$ cat src/rtl/microcode_sequencer.sv
// Microcode sequencer for the 8-bit bus CPU: steps the microinstruction counter and
// decodes opcode/flags into the 16-bit control word that gates the datapath.
module microcode_sequencer #(
  parameter int NSTEPS    = 5,
  parameter bit EARLY_END = 1'b0
) (
  input  logic        clk,
  input  logic        clr,
  input  logic [7:0]  instruction_data,
  input  logic        ovf,
  input  logic        zf,
  input  logic        single_step,
  input  logic        step_req,
  output logic [15:0] ctrl_state,
  output logic [2:0]  step,
  output logic        halted,
  output logic        fetch
);

  typedef enum logic {
    RUN  = 1'b0,
    HALT = 1'b1
  } mode_e;

  localparam logic [2:0] LAST_STEP = 3'(NSTEPS - 1);

  mode_e      mode_q, mode_d;
  logic [2:0] step_q, step_d;
  logic       stepReq_q;
  logic [3:0] opcode;
  logic [15:0] rawCtrl;
  logic       adv;
  logic       laterIdle;
  logic       unusedOperand;

  // Microprogram ROM: fetch in T0/T1 is shared, opcode-specific words from T2 on.
  function automatic logic [15:0] rawWord(input logic [2:0] s, input logic [3:0] op,
                                          input logic c, input logic z);
    logic [15:0] w;
    w = 16'h0000;
    case (s)
      3'd0: w = 16'h4004;
      3'd1: w = 16'h1408;
      3'd2: begin
        case (op)
          4'h1, 4'h2, 4'h3, 4'h4: w = 16'h4800;
          4'h5:                   w = 16'h0A00;
          4'h6:                   w = 16'h0802;
          4'h7:                   w = c ? 16'h0802 : 16'h0000;
          4'h8:                   w = z ? 16'h0802 : 16'h0000;
          4'hE:                   w = 16'h0110;
          4'hF:                   w = 16'h8000;
          default:                w = 16'h0000;
        endcase
      end
      3'd3: begin
        case (op)
          4'h1:       w = 16'h1200;
          4'h2, 4'h3: w = 16'h1020;
          4'h4:       w = 16'h2100;
          default:    w = 16'h0000;
        endcase
      end
      3'd4: begin
        case (op)
          4'h2:    w = 16'h0281;
          4'h3:    w = 16'h02C1;
          default: w = 16'h0000;
        endcase
      end
      default: w = 16'h0000;
    endcase
    return w;
  endfunction

  assign opcode        = instruction_data[7:4];
  assign unusedOperand = ^instruction_data[3:0];
  assign rawCtrl       = rawWord(step_q, opcode, ovf, zf);
  assign adv           = (mode_q == RUN) && (!single_step || (step_req && !stepReq_q));

  always_ff @(posedge clk) begin
    if (clr) begin
      mode_q    <= RUN;
      step_q    <= 3'd0;
      stepReq_q <= 1'b0;
    end else begin
      mode_q    <= mode_d;
      step_q    <= step_d;
      stepReq_q <= step_req;
    end
  end

  // True when every remaining step of the current opcode is idle.
  always_comb begin
    laterIdle = 1'b1;
    for (int s = 0; s < 8; s++) begin
      if (s > int'(step_q) && s < NSTEPS && rawWord(3'(s), opcode, ovf, zf) != 16'h0000)
        laterIdle = 1'b0;
    end
  end

  always_comb begin
    mode_d = mode_q;
    step_d = step_q;
    if (adv) begin
      if (rawCtrl[15])
        mode_d = HALT;
      else if (step_q == LAST_STEP || (EARLY_END && laterIdle))
        step_d = 3'd0;
      else
        step_d = step_q + 3'd1;
    end
  end

  // Enables are only asserted on advancing cycles so a stalled cycle has no side effects.
  always_comb begin
    if (mode_q == HALT)
      ctrl_state = 16'h8000;
    else if (adv)
      ctrl_state = rawCtrl;
    else
      ctrl_state = 16'h0000;
    step   = step_q;
    halted = (mode_q == HALT);
    fetch  = (step_q < 3'd2);
  end

endmodule

$ cat config.mk
export PLATFORM = sky130hd
export DESIGN_NAME = microcode_sequencer
export DESIGN_NICKNAME = d
export VERILOG_FILES = /design/src/rtl/microcode_sequencer.sv
export SDC_FILE = /design/constraint.sdc
export NUM_CORES = 1
export LEC_CHECK = 0
export ABC_AREA = 1
export CORE_UTILIZATION = 40
export CTS_BUF_LIST = sky130_fd_sc_hd__clkbuf_16
export DETAILED_ROUTE_END_ITERATION = 10
export GPL_TIMING_DRIVEN = 1
export PLACE_DENSITY = 0.87
export SLEW_MARGIN = 5
export SYNTH_ARGS = -nofsm -noshare
export SYNTH_HDL_FRONTEND = slang
export SYNTH_SLANG_ARGS = --single-unit
export TNS_END_PERCENT = 20
$ cat constraint.sdc
create_clock -name clk -period 2.5 [get_ports clk]
set_input_delay 0.5 -clock clk [delete_from_list [all_inputs] [get_ports clk]]
set_output_delay 0.5 -clock clk [all_outputs]
set_load 0.02 [all_outputs]
==> flow_summary.ini <==
[cells_and_area]
instances_no_fill = 159
synthToLayoutAreaGrowth_pct = 68.6
fill_cells = 121
design_area_mm2 = 0.00104
diodes = 0
drive_gt1_frac = 0.201
nNetsFinal = 164
final_util = 0.761

[critical_path]
r2r_end = step[0]
critical-path-top-delay-family = buffers and inverters
critical_path.max_fanout = 4
path_class = primary input to output port
crit_chain = clkdlybuf4s50_1 -> buf_4 -> nand2_1 -> nor2_1 -> nand2_1 -> inv_1 -> dlygate4sd2_1
critPathSlowestCell = clkdlybuf4s50_1
startpoint_type = primary input
critical_path_cell_count = 7
worstReg2RegStart = step[0]
required_ps = 2000
r2r_cells = 9
timing.critical_path.buf_inv = 4
worst-r2r-setup-slack_ps = 1040
cpMostUsedCell = nand2_1
max_stage_delay_ps = 550
arrival_ps = 1930
cp-end-kind = output port

[timing]
fin_crit_sh = 0.973
timing.fmax_ghz = 0.411
grt_setup_unrepaired = true
setup_violations = 0
fin_skew_ps = 0.760
period_needed_ps = 2430
relSlewSlack = 0.773
hold_violations = 0
final_max_slew_viol_count = 0
fin_setup_tns_ps = 0
worst_pin_slew_ps = 340
worst_slack_ps = 66.3

[cts]
clk_latency_ps = 230
cts.path.max_buffers = 2
post_cts_buffers = 0
numClockSinks = 5
cts_tree = built
numCtsBuffers = 3
h-tree-depth = 1
clk_pin_slew_worst_paths_ps = 30
cts-root-buf = clkbuf_16

[placement]
place_hpwl_um = 1360
post-place-ws_ps = -241
gp_congestion = 0.772
place_area_um2 = 988
port_buffers = 30
place_inst = 155

[die]
die-area_mm2 = 0.00170
initial_core_util = 0.451
die_height_um = 41.3
core-area_mm2 = 0.00137
die_w_um = 41.3
num_rows = 13
num_io_pins = 35

[synthesis]
netlist_area_um2 = 617
synth_seq_cells = 5
yosysWarningCount = 0
seq_area_frac_synth = 0.162
ys_types = 21
syn_inst = 103
synth_nets = 122
syn-mean-instance-area_um2 = 5.99

[grt]
grt_pass1_vias = 700
overflow = 0
grt_max_degree = 9
grt_use_total = 0.248
antenna_found_initial = 0
grt_pass1_wl_um = 2680

[detailed_routing]
firstDrtPassIters = 4
viasPerCell = 4.90
wl_per_cell_um = 11.1
drtIter0Drc = 11
drtAntennaViolNets = 0
wirelength_um = 1760
drc = 0
via_count = 779

[worst_hold_path]
hold_path.startpoint = step[0]
min_to = step[0]
hold_path.class = register to register
worstHoldPathCells = 2

[power_and_ir_drop]
leakage_nw = 0.556
powerDensity_mw_per_mm2 = 503
ir_drop_uv = 521

[run]
max_cap_viol_count = 0

[run_status]
status = complete, no violations
## cell usage after synthesis (all sizes together)
master | instances | share of area
nand2 | 27 | 0.17
nor2 | 23 | 0.19
inv | 17 | 0.10
nand3 | 9 | 0.093
a21oi | 7 | 0.075
dfxtp | 5 | 0.16
ha | 5 | 0.10
o21ai | 3 | 0.037
buf | 2 | 0.024
clkinv | 2 | 0.016
nand4 | 1 | 0.010
nor3 | 1 | 0.0081
o22ai | 1 | 0.010
## layout make-up
class,instances,area (um2),area share
clock buffers,3,75.1,0.0722
clock inverters,1,3.75,0.00361
inverters,19,73.8,0.0710
multi-input cells,77,430,0.414
flip-flops and latches,5,100,0.0963
well taps,15,18.8,0.0181
repair buffers,39,338,0.325
## placed cells by master, fill, tap and decap left out
cell type	instances
a21oi_1	6
a21oi_4	1
buf_4	9
clkbuf_16	3
clkbuf_2	3
clkdlybuf4s15_1	1
clkdlybuf4s50_1	14
clkinv_2	2
dfxtp_1	5
dlygate4sd2_1	12
ha_1	5
inv_1	17
inv_2	1
nand2_1	25
nand2_2	2
nand3_1	8
nand3_4	1
nand4_1	1
nor2_1	18
nor2_2	3
nor2_4	1
nor2_8	1
nor3_1	1
o21ai_0	1
o21ai_2	2
o22ai_1	1
## report_power, final
group | total (W) | switching (W) | leakage, nW | internal, W
logic | 0.000171 | 0.0000969 | 0.472 | 0.0000737
registers | 0.0000956 | 0.00000924 | 0.0411 | 0.0000863
clock network | 0.000257 | 0.0000500 | 0.0423 | 0.000207
total | 0.000523 | 0.000156 | 0.556 | 0.000367
## cell families (layout without fill, tap and decap cells)
group	after synthesis	count (layout)	synth area share
DFF	5	5	0.162
AOI/OAI and AO/OA	11	11	0.122
adders and majority gates	5	5	0.101
and+or+nand+nor	61	61	0.471
buffers and inverters	21	62	0.144
## worst max path at each step
stage | endpoint | slack [ps] | start
CTS | ctrl_state[11] | 3 | instruction_data[7]
finish | ctrl_state[7] | 70 | instruction_data[5]
detailed placement | ctrl_state[11] | -240 | instruction_data[7]
global placement | ctrl_state[11] | -190 | instruction_data[7]
global route | ctrl_state[3] | -40 | step_req
floorplan | ctrl_state[11] | 620 | step[1]
## flip-flops by register name, summed over array words and instances, names as in the netlist
register and cells:
stepReq_q 1, halted 1, step 3
## routing by layer
metal | vias to the layer above | wire length, um | GRT usage
met5 | - | 0 | 0
met4 | 0 | 51 | 0.210
met3 | 5 | 72 | 0.0870
met2 | 24 | 926 | 0.449
met1 | 350 | 707 | 0.212
li1 | 400 | - | -
## worst register-to-register path, stage by stage (launching register included)
cell and delay, ps:
dfxtp_1 420, inv_1 90, ha_1 210, inv_1 140, nor2_8 60, nand3_4 80
buf_4 130, nand2_1 70, nand2_1 80, a21oi_1 60
## repair_timing
action                     in CTS  in global routing
hold buffers                    0                  0
cloned                          0                  0
resized for setup              17                  7
setup endpoints to repair      16                  6
## stage by stage
step	hold WS, ps	power, W
global route	615	0.000552
CTS	580	0.000529
floorplan	567	0.000195
detailed placement	535	0.000275
finish	582	0.000523
global placement	528	0.000270
Note: power is estimated with default switching activity, not from simulation.
==> RTL change 1, RTL diff (same settings) <==
Register the output `halted`, without a reset; this adds one clock of latency there. The other outputs are not delayed to match.
--- a/src/rtl/microcode_sequencer.sv
+++ b/src/rtl/microcode_sequencer.sv
@@ -24,4 +24,6 @@
 
   localparam logic [2:0] LAST_STEP = 3'(NSTEPS - 1);
+
+  logic halted_d;
 
   mode_e      mode_q, mode_d;
@@ -122,6 +124,10 @@
       ctrl_state = 16'h0000;
     step   = step_q;
-    halted = (mode_q == HALT);
+    halted_d = (mode_q == HALT);
     fetch  = (step_q < 3'd2);
+  end
+
+  always_ff @(posedge clk) begin
+    halted <= halted_d;
   end
 
Formal check against the unedited RTL: not equivalent (a bounded check fails within 4 cycles, from zero or initial values).
==> RTL change 1 against the original RTL <==
Area after synthesis decreased by 0.20%. Die area is 0.19% lower. Combinational power hardly changed. Critical path depth unchanged. Final area rose by 0.96%. Setup slack worse by 0.0060 ns. Clock skew is 0.0014 ns higher. Sequential power is 17% higher. Sequential cell count is 1 higher. Routed wire length decreased by 2.3%. Power increased by 3.6%. Via count is 0.13% lower. Register-to-register slack improved by 0.06 ns. Largest cell class unchanged. Highest routed layer unchanged.
==> RTL change 1: results (changes against the original RTL) <==
[placement]
globalplace.congestion=0.713  ; -7.6%
place.detailed.hpwl_um=1250  ; -8.2%
port-buffer-count=30  ; unchanged
dpl_cell_area_mm2=0.00100  ; +1.6%

[layout]
multiInputGateArea_um2=407  ; -5.5%
largest_reg_flops=3  ; unchanged
filler_cell_count=119  ; -1.7%
layout.nets=167  ; +1.8%
drive_above_1_share=0.226  ; +0.0246

[cts]
cts_inserted_buffers=3  ; unchanged
htree_levels=1  ; unchanged
cts_setup_buffers=0  ; unchanged
cts.clk_slew.worst_paths_ns=0.03  ; about the same
cts_buffer_depth=2  ; unchanged

[worst_setup_path]
rr_startpoint=step[1]
reg2regPathDepth=8  ; -1
r2r_end=step[0]
slowest_stage=clkdlybuf4s50_1
cp_max_fo=4  ; unchanged
critPathMaxStageDelay_ns=0.51  ; -0.04 ns
r2r_slack_ns=1.10  ; +0.06 ns

[hold_path]
worst_hold_path.num_cells=0  ; -2
hp-start=halted_d
hold_path_end=halted

[routing]
vias_per_cell=4.83  ; -1.4%
drt_iter0_drc=15  ; +4
wirelength_um=1720  ; -2.3%
wl_per_cell_um=10.7  ; -3.5%

[synth]
synth_seq_area_share=0.195  ; +0.0329
synth_common_cells=nand2_1, nor2_1, inv_1, nand3_1, a21oi_1
synthTopCellsByArea=dfxtp_1, nand2_1, nor2_1, ha_1, inv_1
syn-num-nets=123  ; +0.82%
synthCells=104  ; +0.97%
ys_types=20  ; -4.8%

[grt]
grtUsageMet2=0.441  ; -0.00781
grt_max_degree=11  ; +2
grt_pass1_wl_um=2560  ; -4.7%
grtUsageTotal=0.236  ; -0.0120
first_global_vias=650  ; -7.1%
grt_util_met3=0.0489  ; -0.0380
grt_use_met1=0.242  ; +0.0297

[power]
ir_worst_vdd_uv=493  ; -5.5%
finalPower_uw=542  ; +3.6%
power.leakage_nw=0.539  ; -3.0%

[timing]
tightestPinTransition_ns=0.268  ; -0.0719 ns
hold_slack_ns=0.373  ; -0.209 ns
worst_clock_skew_ns=0.00217  ; +0.00141 ns

[status]
outcome=completed

[RTL change 1: final cells by class]
type / count / area share
Timing Repair Buffer: 42 / 0.338
Inverter: 19 / 0.0703
Multi-Input combinational cell: 76 / 0.387
Tap cell: 15 / 0.0179
Sequential cell: 6 / 0.114
Clock buffer: 3 / 0.0715
[RTL change 1: power breakdown]
group / internal, mW / switching [mW] / total [mW]
Sequential: 0.103 / 0.00910 / 0.112
Combinational: 0.0766 / 0.0948 / 0.171
Clock: 0.205 / 0.0534 / 0.259
[RTL change 1: critical path: cells and delay by family]
kind | cells | cell delay (ns)
buffers and inverters | 3 | 0.89
and+or+nand+nor | 4 | 0.56
[RTL change 1: kinds of logic after synthesis]
group	synth area share
compound gates	0.102
buf+inv	0.152
simple gates	0.449
flops	0.195
fa+ha+maj	0.102
[RTL change 1: layer usage]
metal	vias to the layer above	part of all wire	routed length [um]
li1	405	-	-
met4	0	0.012	21
met5	-	0	0
met2	39	0.52	900
met1	331	0.40	686
met3	3	0.064	110
[RTL change 1: worst max-delay path by stage]
stage	depth (start not counted)	to	start	slack, ns
CTS	8	ctrl_state[1]	instruction_data[6]	0.03
finish	7	ctrl_state[0]	instruction_data[7]	0.06
floorplan	7	ctrl_state[7]	step[0]	0.53
global route	7	ctrl_state[14]	instruction_data[7]	-0.05
global placement	8	ctrl_state[1]	instruction_data[6]	-0.21
detailed placement	8	ctrl_state[1]	instruction_data[6]	-0.25
[RTL change 1: stage by stage]
step                      setup TNS, ns  setup slack, ns
after floorplan                       0            0.535
after global placement            -2.10           -0.208
after detailed placement          -2.61           -0.251
after CTS                             0           0.0251
after global routing             -0.143          -0.0533
final                                 0           0.0603
[RTL change 1: timing repair]
| action | CTS | global route |
|---|---|---|
| gates resized for setup | 16 | 14 |
| cloned | 0 | 0 |
| endpoints found under the setup margin | 16 | 9 |
==> RTL change 2, RTL diff (same flow settings) <==
Made on the original files. The parameter `EARLY_END` goes from 1'b0 to 1'b1.
--- a/src/rtl/microcode_sequencer.sv
+++ b/src/rtl/microcode_sequencer.sv
@@ -3,5 +3,5 @@
 module microcode_sequencer #(
   parameter int NSTEPS    = 5,
-  parameter bit EARLY_END = 1'b0
+  parameter bit EARLY_END = 1'b1
 ) (
   input  logic        clk,
Behaviour: not the same (a bounded check fails within 4 cycles, from zero or initial values).
==> RTL change 2 against the original RTL <==
Setup slack lost 0.094 ns. Synthesized cell count rose by 2.9%. Final area is 3.7% higher. Power up 6.9%. Routed wire length rose by 16%. Sequential cell count did not move. Worst hold slack improved by 0.0036 ns. Sequential share of layout area down 0.35 points. Critical path depth increased by 1. Sequential power up 0.4%. Area after synthesis did not move. First-iteration DRC count increased to 2.5 times the old value. The run now ends with setup timing left. Largest power group unchanged.
==> RTL change 2: results (changes against the original RTL) <==
[status]
outcome=finished, violations left
violations=setup timing

[placement]
place.detailed.hpwl_um=1480  ; +9.4%
dpl_worst_slack_ns=-0.335  ; -0.0934 ns
globalplace.congestion=0.897  ; +16%

[worst_setup_path]
critPathMaxStageDelay_ns=0.45  ; -0.10 ns
r2r_slack_ns=1.09  ; +0.05 ns
r2r_end=step[1]
reg2regPathDepth=6  ; -3

[synth]
synthAdderAreaFrac=0.0406  ; -0.0609
ys_types=28  ; +33%
synth-compound-area-share=0.162  ; +0.0406
avgSynthCellArea_um2=5.82  ; -2.8%

[hold_path]
worst_hold_path.num_cells=4  ; +2

[layout]
drive_above_1_share=0.281  ; +0.0797
filler_cell_count=92  ; -24%
layout.nets=170  ; +3.7%

[timing]
hold_slack_ns=0.585  ; +0.00355 ns
worst_clock_skew_ns=0.00145  ; +0.000691 ns
tightestPinTransition_ns=0.383  ; +0.0425 ns
layout_setup_ws_ns=-0.0273  ; -0.0936 ns
setup_viol=1  ; +1

[grt]
grt_pass1_wl_um=2970  ; +11%
first_global_vias=716  ; +2.3%
grt_max_degree=10  ; +1

[power]
power.leakage_nw=0.589  ; +6.1%
ir_worst_vdd_uv=545  ; +4.6%

[routing]
drt_iter0_drc=28  ; +17
via_count=861  ; +11%
wl_per_cell_um=12.1  ; +9.3%

==> RTL change 2: cell families (layout without fill, tap and decap cells) <==
| logic type | after synthesis | in the layout |
|---|---|---|
| compound gates | 14 | 14 |
| xor+xnor | 1 | 1 |
| fa+ha+maj | 2 | 2 |
| buf+inv | 23 | 70 |
| flops | 5 | 5 |
| simple gates | 61 | 61 |
==> RTL change 2: worst min-delay path, stage by stage (launching register included) <==
cell	delay, ns
dfxtp_1	0.30
inv_1	0.08
o21ai_2	0.07
inv_1	0.05
nor2_1	0.03
==> RTL change 2: worst max-delay path by stage <==
stage / from / endpoint / slack (ns) / depth (start not counted)
2_1_floorplan: step_req / ctrl_state[10] / 0.05 / 6
5_1_grt: step_req / ctrl_state[8] / -0.1 / 8
3_5_place_dp: step_req / ctrl_state[11] / -0.33 / 7
3_3_place_gp: step_req / ctrl_state[11] / -0.30 / 7
4_1_cts: instruction_data[6] / ctrl_state[14] / -0.01 / 9
6_report: step_req / ctrl_state[8] / -0.03 / 8
==> RTL change 2: cell type report <==
| cell class | instances | area [um^2] | share of cell area |
|---|---|---|---|
| well taps | 15 | 18.8 | 0.0174 |
| flip-flops and latches | 5 | 100 | 0.0928 |
| inverters | 19 | 71.3 | 0.0661 |
| multi-input cells | 78 | 418 | 0.387 |
| clock inverters | 1 | 3.75 | 0.00348 |
| clock buffers | 3 | 75.1 | 0.0696 |
| repair buffers | 47 | 392 | 0.363 |
==> RTL change 2: per-stage QoR <==
| step | util | setup TNS, ns | cell area [um^2] |
|---|---|---|---|
| global placement | 0.755 | -3.80 | 1030 |
| detailed placement | 0.755 | -4.10 | 1030 |
| finish | 0.789 | -0.0273 | 1080 |
| CTS | 0.803 | -0.0146 | 1100 |
| global route | 0.789 | -0.223 | 1080 |
| floorplan | - | 0 | 618 |
==> RTL change 2: what timing repair did <==
item | 4_1_cts | 5_1_grt
cloned | 0 | 0
endpoints found under the setup margin | 16 | 16
resized for setup | 28 | 23
==> RTL change 2: report_power, final <==
part | internal, mW | leakage (nW) | total, mW | switching, mW
Combinational | 0.0876 | 0.506 | 0.204 | 0.116
Sequential | 0.0863 | 0.0410 | 0.0960 | 0.00969
Clock | 0.207 | 0.0423 | 0.259 | 0.0518
Total | 0.381 | 0.589 | 0.559 | 0.178
==> RTL change 2: layer usage <==
metal,part of all wire,wire length [um],global-route usage,vias to the layer above
met5,0,0,0,-
met4,0,0,0,0
met3,0.054,110,0.0815,0
met2,0.48,979,0.465,33
met1,0.46,941,0.331,402
li1,-,-,-,426
